File: src/rtl/opl3_ram_write_arbiter.sv
// opl3_ram_write_arbiter
//   Shares the single write port of one simple dual-port RAM between two requesters:
//     - the pipeline writeback port, which has fixed priority and is never stalled;
//     - the host register-write port, which uses a valid/ready handshake and is
//       buffered in a 2-entry FIFO.
//   The module also drives the RAM read port. Reads are registered, take one cycle,
//   and use write-first bypass.
//
// Ports:
//   clk, reset          rising-edge clock; asynchronous active-high reset
//   p_we/p_addr/p_data  pipeline write strobe, address and data
//   h_valid/h_ready     host write handshake
//   h_addr/h_data       host write address and data
//   h_pending           host FIFO occupancy (0..2)
//   rd_en/rd_addr       read request and address
//   rd_data/rd_valid    read result and its one-cycle-late valid strobe
//
// mem_simple_dual_port (defined first in this file)
//   One write port and one read port. RAM contents are never touched by reset.
//   With OUTPUT_DELAY=1 the read data is registered. A write and a read to the same
//   address in the same cycle return the newly written word.

module mem_simple_dual_port #(
   parameter int                    DATA_WIDTH    = 8,
   parameter int                    DEPTH         = 256,
   parameter logic [DATA_WIDTH-1:0] DEFAULT_VALUE = '0,
   parameter int                    OUTPUT_DELAY  = 1,
   localparam int                   AW            = $clog2(DEPTH)
) (
   input  logic                  clk,
   input  logic                  rst,
   input  logic                  wea,
   input  logic [AW-1:0]         addra,
   input  logic [DATA_WIDTH-1:0] dia,
   input  logic                  reb,
   input  logic [AW-1:0]         addrb,
   output logic [DATA_WIDTH-1:0] dob
);

   logic [DATA_WIDTH-1:0] ram [DEPTH] = '{default: DEFAULT_VALUE};

   always_ff @(posedge clk) begin
      if (wea) begin
         ram[addra] <= dia;
      end
   end

   if (OUTPUT_DELAY == 0) begin : g_comb_read
      assign dob = ram[addrb];
   end else begin : g_reg_read
      logic [DATA_WIDTH-1:0] dob_q;
      logic [DATA_WIDTH-1:0] dob_d;

      // Write-first: a same-cycle write to the read address wins over the stored word.
      // When reb is low the output register holds its previous value.
      always_comb begin
         dob_d = dob_q;
         if (reb) begin
            dob_d = (wea && (addra == addrb)) ? dia : ram[addrb];
         end
      end

      always_ff @(posedge clk or posedge rst) begin
         if (rst) begin
            dob_q <= DEFAULT_VALUE;
         end else begin
            dob_q <= dob_d;
         end
      end

      assign dob = dob_q;
   end

endmodule

module opl3_ram_write_arbiter #(
   parameter int                    DATA_WIDTH    = 8,
   parameter int                    DEPTH         = 256,
   parameter logic [DATA_WIDTH-1:0] DEFAULT_VALUE = '0,
   localparam int                   AW            = $clog2(DEPTH)
) (
   input  logic                  clk,
   input  logic                  reset,
   input  logic                  p_we,
   input  logic [AW-1:0]         p_addr,
   input  logic [DATA_WIDTH-1:0] p_data,
   input  logic                  h_valid,
   output logic                  h_ready,
   input  logic [AW-1:0]         h_addr,
   input  logic [DATA_WIDTH-1:0] h_data,
   output logic [1:0]            h_pending,
   input  logic                  rd_en,
   input  logic [AW-1:0]         rd_addr,
   output logic [DATA_WIDTH-1:0] rd_data,
   output logic                  rd_valid
);

   logic [AW-1:0]         fifo_addr_q [2];
   logic [AW-1:0]         fifo_addr_d [2];
   logic [DATA_WIDTH-1:0] fifo_data_q [2];
   logic [DATA_WIDTH-1:0] fifo_data_d [2];
   logic                  wr_ptr_q, wr_ptr_d;
   logic                  rd_ptr_q, rd_ptr_d;
   logic [1:0]            count_q, count_d;
   logic                  rd_valid_q, rd_valid_d;

   logic                  push;
   logic                  pop;
   logic                  ram_we;
   logic [AW-1:0]         ram_addr;
   logic [DATA_WIDTH-1:0] ram_din;

   // h_ready depends only on registered occupancy and reset, never on h_valid.
   assign h_ready   = (count_q != 2'd2) && !reset;
   assign h_pending = count_q;
   assign rd_valid  = rd_valid_q;

   // The pipeline always wins the write port. The FIFO head commits only on idle
   // pipeline cycles. A push into an empty FIFO is not visible at the head until the
   // following cycle, so a host write needs at least two cycles to reach the RAM.
   always_comb begin
      fifo_addr_d = fifo_addr_q;
      fifo_data_d = fifo_data_q;
      wr_ptr_d    = wr_ptr_q;
      rd_ptr_d    = rd_ptr_q;
      count_d     = count_q;
      rd_valid_d  = rd_en;

      push = h_valid && h_ready;
      pop  = !p_we && (count_q != 2'd0);

      ram_we   = p_we || pop;
      ram_addr = p_we ? p_addr : fifo_addr_q[rd_ptr_q];
      ram_din  = p_we ? p_data : fifo_data_q[rd_ptr_q];

      if (push) begin
         fifo_addr_d[wr_ptr_q] = h_addr;
         fifo_data_d[wr_ptr_q] = h_data;
         wr_ptr_d              = ~wr_ptr_q;
      end
      if (pop) begin
         rd_ptr_d = ~rd_ptr_q;
      end
      case ({push, pop})
         2'b10:   count_d = count_q + 2'd1;
         2'b01:   count_d = count_q - 2'd1;
         default: count_d = count_q;
      endcase
   end

   // Reset discards any queued host writes and cancels any in-flight read.
   always_ff @(posedge clk or posedge reset) begin
      if (reset) begin
         fifo_addr_q <= '{default: '0};
         fifo_data_q <= '{default: '0};
         wr_ptr_q    <= 1'b0;
         rd_ptr_q    <= 1'b0;
         count_q     <= 2'd0;
         rd_valid_q  <= 1'b0;
      end else begin
         fifo_addr_q <= fifo_addr_d;
         fifo_data_q <= fifo_data_d;
         wr_ptr_q    <= wr_ptr_d;
         rd_ptr_q    <= rd_ptr_d;
         count_q     <= count_d;
         rd_valid_q  <= rd_valid_d;
      end
   end

   mem_simple_dual_port #(
      .DATA_WIDTH   (DATA_WIDTH),
      .DEPTH        (DEPTH),
      .DEFAULT_VALUE(DEFAULT_VALUE),
      .OUTPUT_DELAY (1)
   ) u_ram (
      .clk  (clk),
      .rst  (reset),
      .wea  (ram_we),
      .addra(ram_addr),
      .dia  (ram_din),
      .reb  (rd_en),
      .addrb(rd_addr),
      .dob  (rd_data)
   );

endmodule

File: config.mk
export PLATFORM = sky130hd
export DESIGN_NAME = opl3_ram_write_arbiter
export DESIGN_NICKNAME = d
export VERILOG_FILES = /design/src/rtl/opl3_ram_write_arbiter.sv
export SDC_FILE = /design/constraint.sdc
export NUM_CORES = 2
export LEC_CHECK = 0
export BUFFER_PORTS_ARGS = -buffer_cell sky130_fd_sc_hd__buf_2
export CAP_MARGIN = 40
export CORE_MARGIN = 3
export CORE_UTILIZATION = 39
export CTS_BUF_LIST = sky130_fd_sc_hd__clkbuf_4 sky130_fd_sc_hd__clkbuf_8 sky130_fd_sc_hd__clkbuf_16
export DETAILED_ROUTE_END_ITERATION = 10
export PLACE_DENSITY = 0.55
export SETUP_SLACK_MARGIN = 0.2
export SLEW_MARGIN = 20
export SYNTH_ARGS = -nofsm -noshare
export SYNTH_HDL_FRONTEND = slang
export SYNTH_SLANG_ARGS = --single-unit
File: constraint.sdc
create_clock -name clk -period 15.25 [get_ports clk]
set_input_delay 1.525 -clock clk [delete_from_list [all_inputs] [get_ports clk]]
set_output_delay 1.525 -clock clk [all_outputs]
set_load 0.05 [all_outputs]
-- Word level (Yosys, flattened, before mapping)
Memory sizes are Yosys's and may differ from the RTL's. A register that Yosys moved wholly into a read port is not among the register bits.
Index checks and enable logic that the tools add are counted.
- $add $sub $neg: 2
- order comparisons: 3
- equal/unequal tests: 3
- muxes and demuxes: 15
- bitwise gates (word level): 4
- reductions and logical operators: 9
- operators by type and width (kind ; count):
    2-to-1 mux 8 bit ; 9
    bitwise mux 16 bit ; 2
    demux 8 bit (select 1 bit) ; 1
    >= comparator 2 bit, second input constant ; 2
    logical AND 1 bit ; 4
    NOT 1 -> 2 bit ; 2
    case mux 2 bit (2 select lines) ; 1
    nonzero test 2 bit ; 2
    adder 2 x 1 -> 2 bit, second input constant ; 1
    == test 2 x 1 -> 1 bit, second input constant ; 1
    == test 2 bit, second input constant ; 1
    zero test 1 bit ; 2
    < comparator 2 x 1 -> 1 bit, second input constant ; 1
    2-to-1 mux 1 bit ; 2
    inequality test 2 bit, second input constant ; 1
    NOT 1 bit ; 2
    subtractor 2 x 1 -> 2 bit, second input constant ; 1
    logical OR 1 bit ; 1
- bits in registers: 37
- memory bits (writable): 2048
- input port bits: 45
- output and inout port bits: 12
- logic and storage cells: 45
- memories kept: 1
- memory list (name ; depth ; width ; read ports ; clocked after Yosys merged registers in ; write ports ; RTL line ; source):
    u_ram.ram ; 256 ; 8 ; 1 ; 1 ; 1 ; 40 ; logic [DATA_WIDTH-1:0] ram [DEPTH] = '{default: DEFAULT_VALUE};

-- Depth between registers and ports, before layout
- word-level depth: 6
- depth in mapped cells: 13
- gate-level depth less buffers: 8

-- By module
From an unflattened synthesis, not the netlist that was laid out.
- cells, all modules: 3865
- area total of the unflattened synthesis: 82185.1 um^2
- by module, submodules not included (module ; times used ; cells each ; area an instance (um^2) ; seq. area each (um^2)):
    mem_simple_dual_port ; 1 ; 3723 ; 80374.6 ; 61699.2
    opl3_ram_write_arbiter ; 1 ; 142 ; 1810.5 ; 925.9

-- Worst setup path before layout
Ideal clock, no wire load.
- kind: input to register
- from: input port p_we
- to: memory u_ram.ram[0][0] (data pin)
- setup time: 2197 ps
- arrival time: 12352 ps
- data required time: 13053 ps
- path slack: 702 ps
- stages: 6
- buffers on the path: 5
- cells stage by stage: buf_4 buf_6 clkbuf_1 clkbuf_1 clkbuf_1 o21ai_0
- longest elaborated chain between the ends: 1
- RTL lines (element ; RTL line ; source):
    start, declared ; 84 ; input logic p_we,
    2-to-1 mux 8 bit ; 134 ; ram_din = p_we ? p_data : fifo_data_q[rd_ptr_q];
    net ram_din[0] ; 111 ; logic [DATA_WIDTH-1:0] ram_din;
    end, declared ; 40 ;
The timed path passes the listed nets, and every way through them passes these cells.

==> metrics.cfg <==
[cts]
cts_tree=built
cts.clk_slew.worst_paths_ns=0.06
cts.path.max_buffers=3
cts_made_buffers=208
cts_resized=0
htreeDepth=4
cts.root.buffer_cell=clkbuf_16
clk_latency_ns=0.84
cts_sinks=2093
cts_setup_buffers=0
cts_hold_buf=0

[yosys]
netlist_instances=3973
yosysMostFrequentCell=edfxtp_1
synth_top_flop_cell=edfxtp_1
yosysUniqueCellTypes=80
synthTopCellsByArea=edfxtp_1 (75%), mux4_2 (14%), dfrtp_1 (1.4%), nor2_1 (1.4%), mux2i_1 (1.2%)
synth_common_cells=edfxtp_1 (2,048), mux4_2 (496), nor2_1 (297), nand2_1 (223), mux2i_1 (102)
synth_top_area_cell=edfxtp_1
ys_seq_area_frac=0.7617
yosysTopAreaCellShare=0.7480
synth_area_sq_um=82220
synth_seq_cells=2093
yosys_warnings=0
synth-edff-count=2048
syn-num-nets=4019
async_reset_ff_frac=0.02150
synth_area_per_cell_sq_um=20.70

[global_route]
antenna_found_initial=7
grt_pass1_wl_mm=325.1
grt_max_degree=257
grt_pass1_vias=41630
grt_usage=0.2105
grt_overflow=0

[timing]
finalSetupViolations=0
post-route-period-util=0.3616
slew_headroom=0.2114
worstMarginPinSlew_ns=1.183
period_minus_slack_ns=5.514
finalHoldViolCount=0
skew_ns=0.02683
slew_viol_final=0
fmax_mhz=181.3
tns_ns=0
layout_setup_ws_ns=9.736
rsz0062_at_grt=no

[floorplanning]
core_area_sq_um=208300
die_h_microns=465.2
io_pins=57
fp.dieArea_sq_um=216400
initial_core_util=0.3947
die_x_microns=465.2
row_count=167

[worst_setup_path]
slowest_stage=buf_4
cp-start-kind=primary input
path_class=primary input to flop
cpPeakStageDelay_ns=0.74
cp_max_fo=89
path_cells=buf_8 -> buf_12 -> buf_12 -> buf_4 -> mux4_2 -> mux2i_1 -> a2111oi_1 -> buf_4 -> or4_1 -> nand4_1 -> o21ai_1
worstPathRequired_ns=15.96
crit_path_end_kind=flop
cp.arrival_ns=6.23

[layout]
fin_util=0.4523
fin_nets=4353
syn_to_final_growth_pct=14.61
drive_above_1_share=0.2831
fin_area_sq_um=94230
final_cells=7276

[routing]
drtPass1Iterations=5
wl_met2_mm=107.2
wl_per_cell_microns=31.64
ant_nets=0
route.met3.wl_mm=18.51
vias=42170
route.detailed.drc=0
drtIter0Drc=5172
vias_per_cell=5.795
topRoutingLayerUsed=met4
met1_length_mm=95.95
routed_wl_mm=230.2

[place]
port_buffers=56
place_congestion=0.8501
dpl_cell_area_sq_um=86720
dpl_worst_slack_ns=8.642
dp_cells=6806
hpwl_mm=142.8

[power_and_ir_drop]
vdd_drop_max_mv=0.2194
power.density_nw_per_um2=147.3
p_leak_nw=30.03

[flow_run]
maxCapViolations=0

[status]
status=finished, final reports clean

[min_path]
hp-class=flop to flop

==> path summary, 6_finish.rpt <==
kind | slack (ns) | to | startpoint | depth (start not counted)
worst max-delay path | 9.74 | u_ram.dob[0]$_DFFE_PP0P_ | rd_addr[0] | 11
worst min-delay path | 0.50 | wr_ptr_q$_DFFE_PP0P_ | wr_ptr_q$_DFFE_PP0P_ | 1
worst max register to register | 10.73 | u_ram.ram[200][2]$_DFFE_PP_ | rd_ptr_q$_DFFE_PP0P_ | 7
worst min register to register | 0.50 | wr_ptr_q$_DFFE_PP0P_ | wr_ptr_q$_DFFE_PP0P_ | 1
max in group asynchronous | 13.97 | fifo_addr_q[10]$_DFFE_PP0P_ | reset | 3
min in group asynchronous | 0.73 | fifo_data_q[11]$_DFFE_PP0P_ | reset | 2
==> critical path: cells and delay by family <==
family	cells	cell delay (ns)
compound gates	2	0.24
simple gates	2	0.65
buf+inv	5	2.68
mux	2	0.87
==> power by group <==
part / internal [mW] / switching [mW]
combinational: 0.427 / 1.32
clock: 2.90 / 2.20
sequential: 6.98 / 0.0530
==> stage by stage <==
stage / power (mW) / hold slack [ns]
4_1_cts: 13.95 / 0.5017
5_1_grt: 14.31 / 0.5167
6_report: 13.88 / 0.5020
3_5_place_dp: 8.878 / 0.4924
2_1_floorplan: 8.420 / 0.4688
3_3_place_gp: 8.769 / 0.4843
==> final cells by class <==
type                    instances  area [sq um]
diodes                          5         12.51
clock buffers                 257          5623
clock inverters               129          1182
fillers                     17610        114100
inverters                      11         42.54
multi-input cells            1638         18200
flip-flops and latches       2093         62630
well taps                    2788          3488
repair buffers                355          3060
==> kinds of logic (layout without fill, tap and decap cells) <==
group / after synthesis / after routing / share of synthesized area
compound gates: 306 / 306 / 0.02616
xor+xnor: 5 / 5 / 0.0005326
fa+ha+maj: 1 / 1 / 0.0001522
buf+inv: 242 / 752 / 0.01911
flops: 2093 / 2093 / 0.7617
mux: 647 / 647 / 0.1565
other cells: 0 / 5 / 0
simple gates: 679 / 679 / 0.03593
==> flip-flops by register name, indices dropped and copies added, names as in the netlist <==
name         flops
rd_ptr_q         1
h_pending        2
u_ram.ram     2048
fifo_data_q     16
rd_valid         1
fifo_addr_q     16
u_ram.dob        8
wr_ptr_q         1
==> cell usage in the layout (no fill, tap or decap), drive strengths merged, types with 8 or more instances in the layout <==
cell type and n:
a211oi 15, a21oi 41, a22o 11, a22oi 50
a31oi 17, and3 10, buf 354, bufinv 16
clkbuf 258, clkinv 100, dfrtp 45, edfxtp 2048
inv 19, mux2 41, mux2i 102, mux4 504
nand2 223, nand3 51, nand4 17, nor2 297
nor2b 26, nor3 8, o211ai 18, o21ai 48
o221ai 17, o22ai 25
==> layer usage <==
metal	vias up	track usage
met5	-	0
met4	0	0.07711
met3	354	0.03726
met2	1998	0.3227
met1	22690	0.3032
li1	17120	-
No activity file was read; power rests on OpenSTA's default activity.
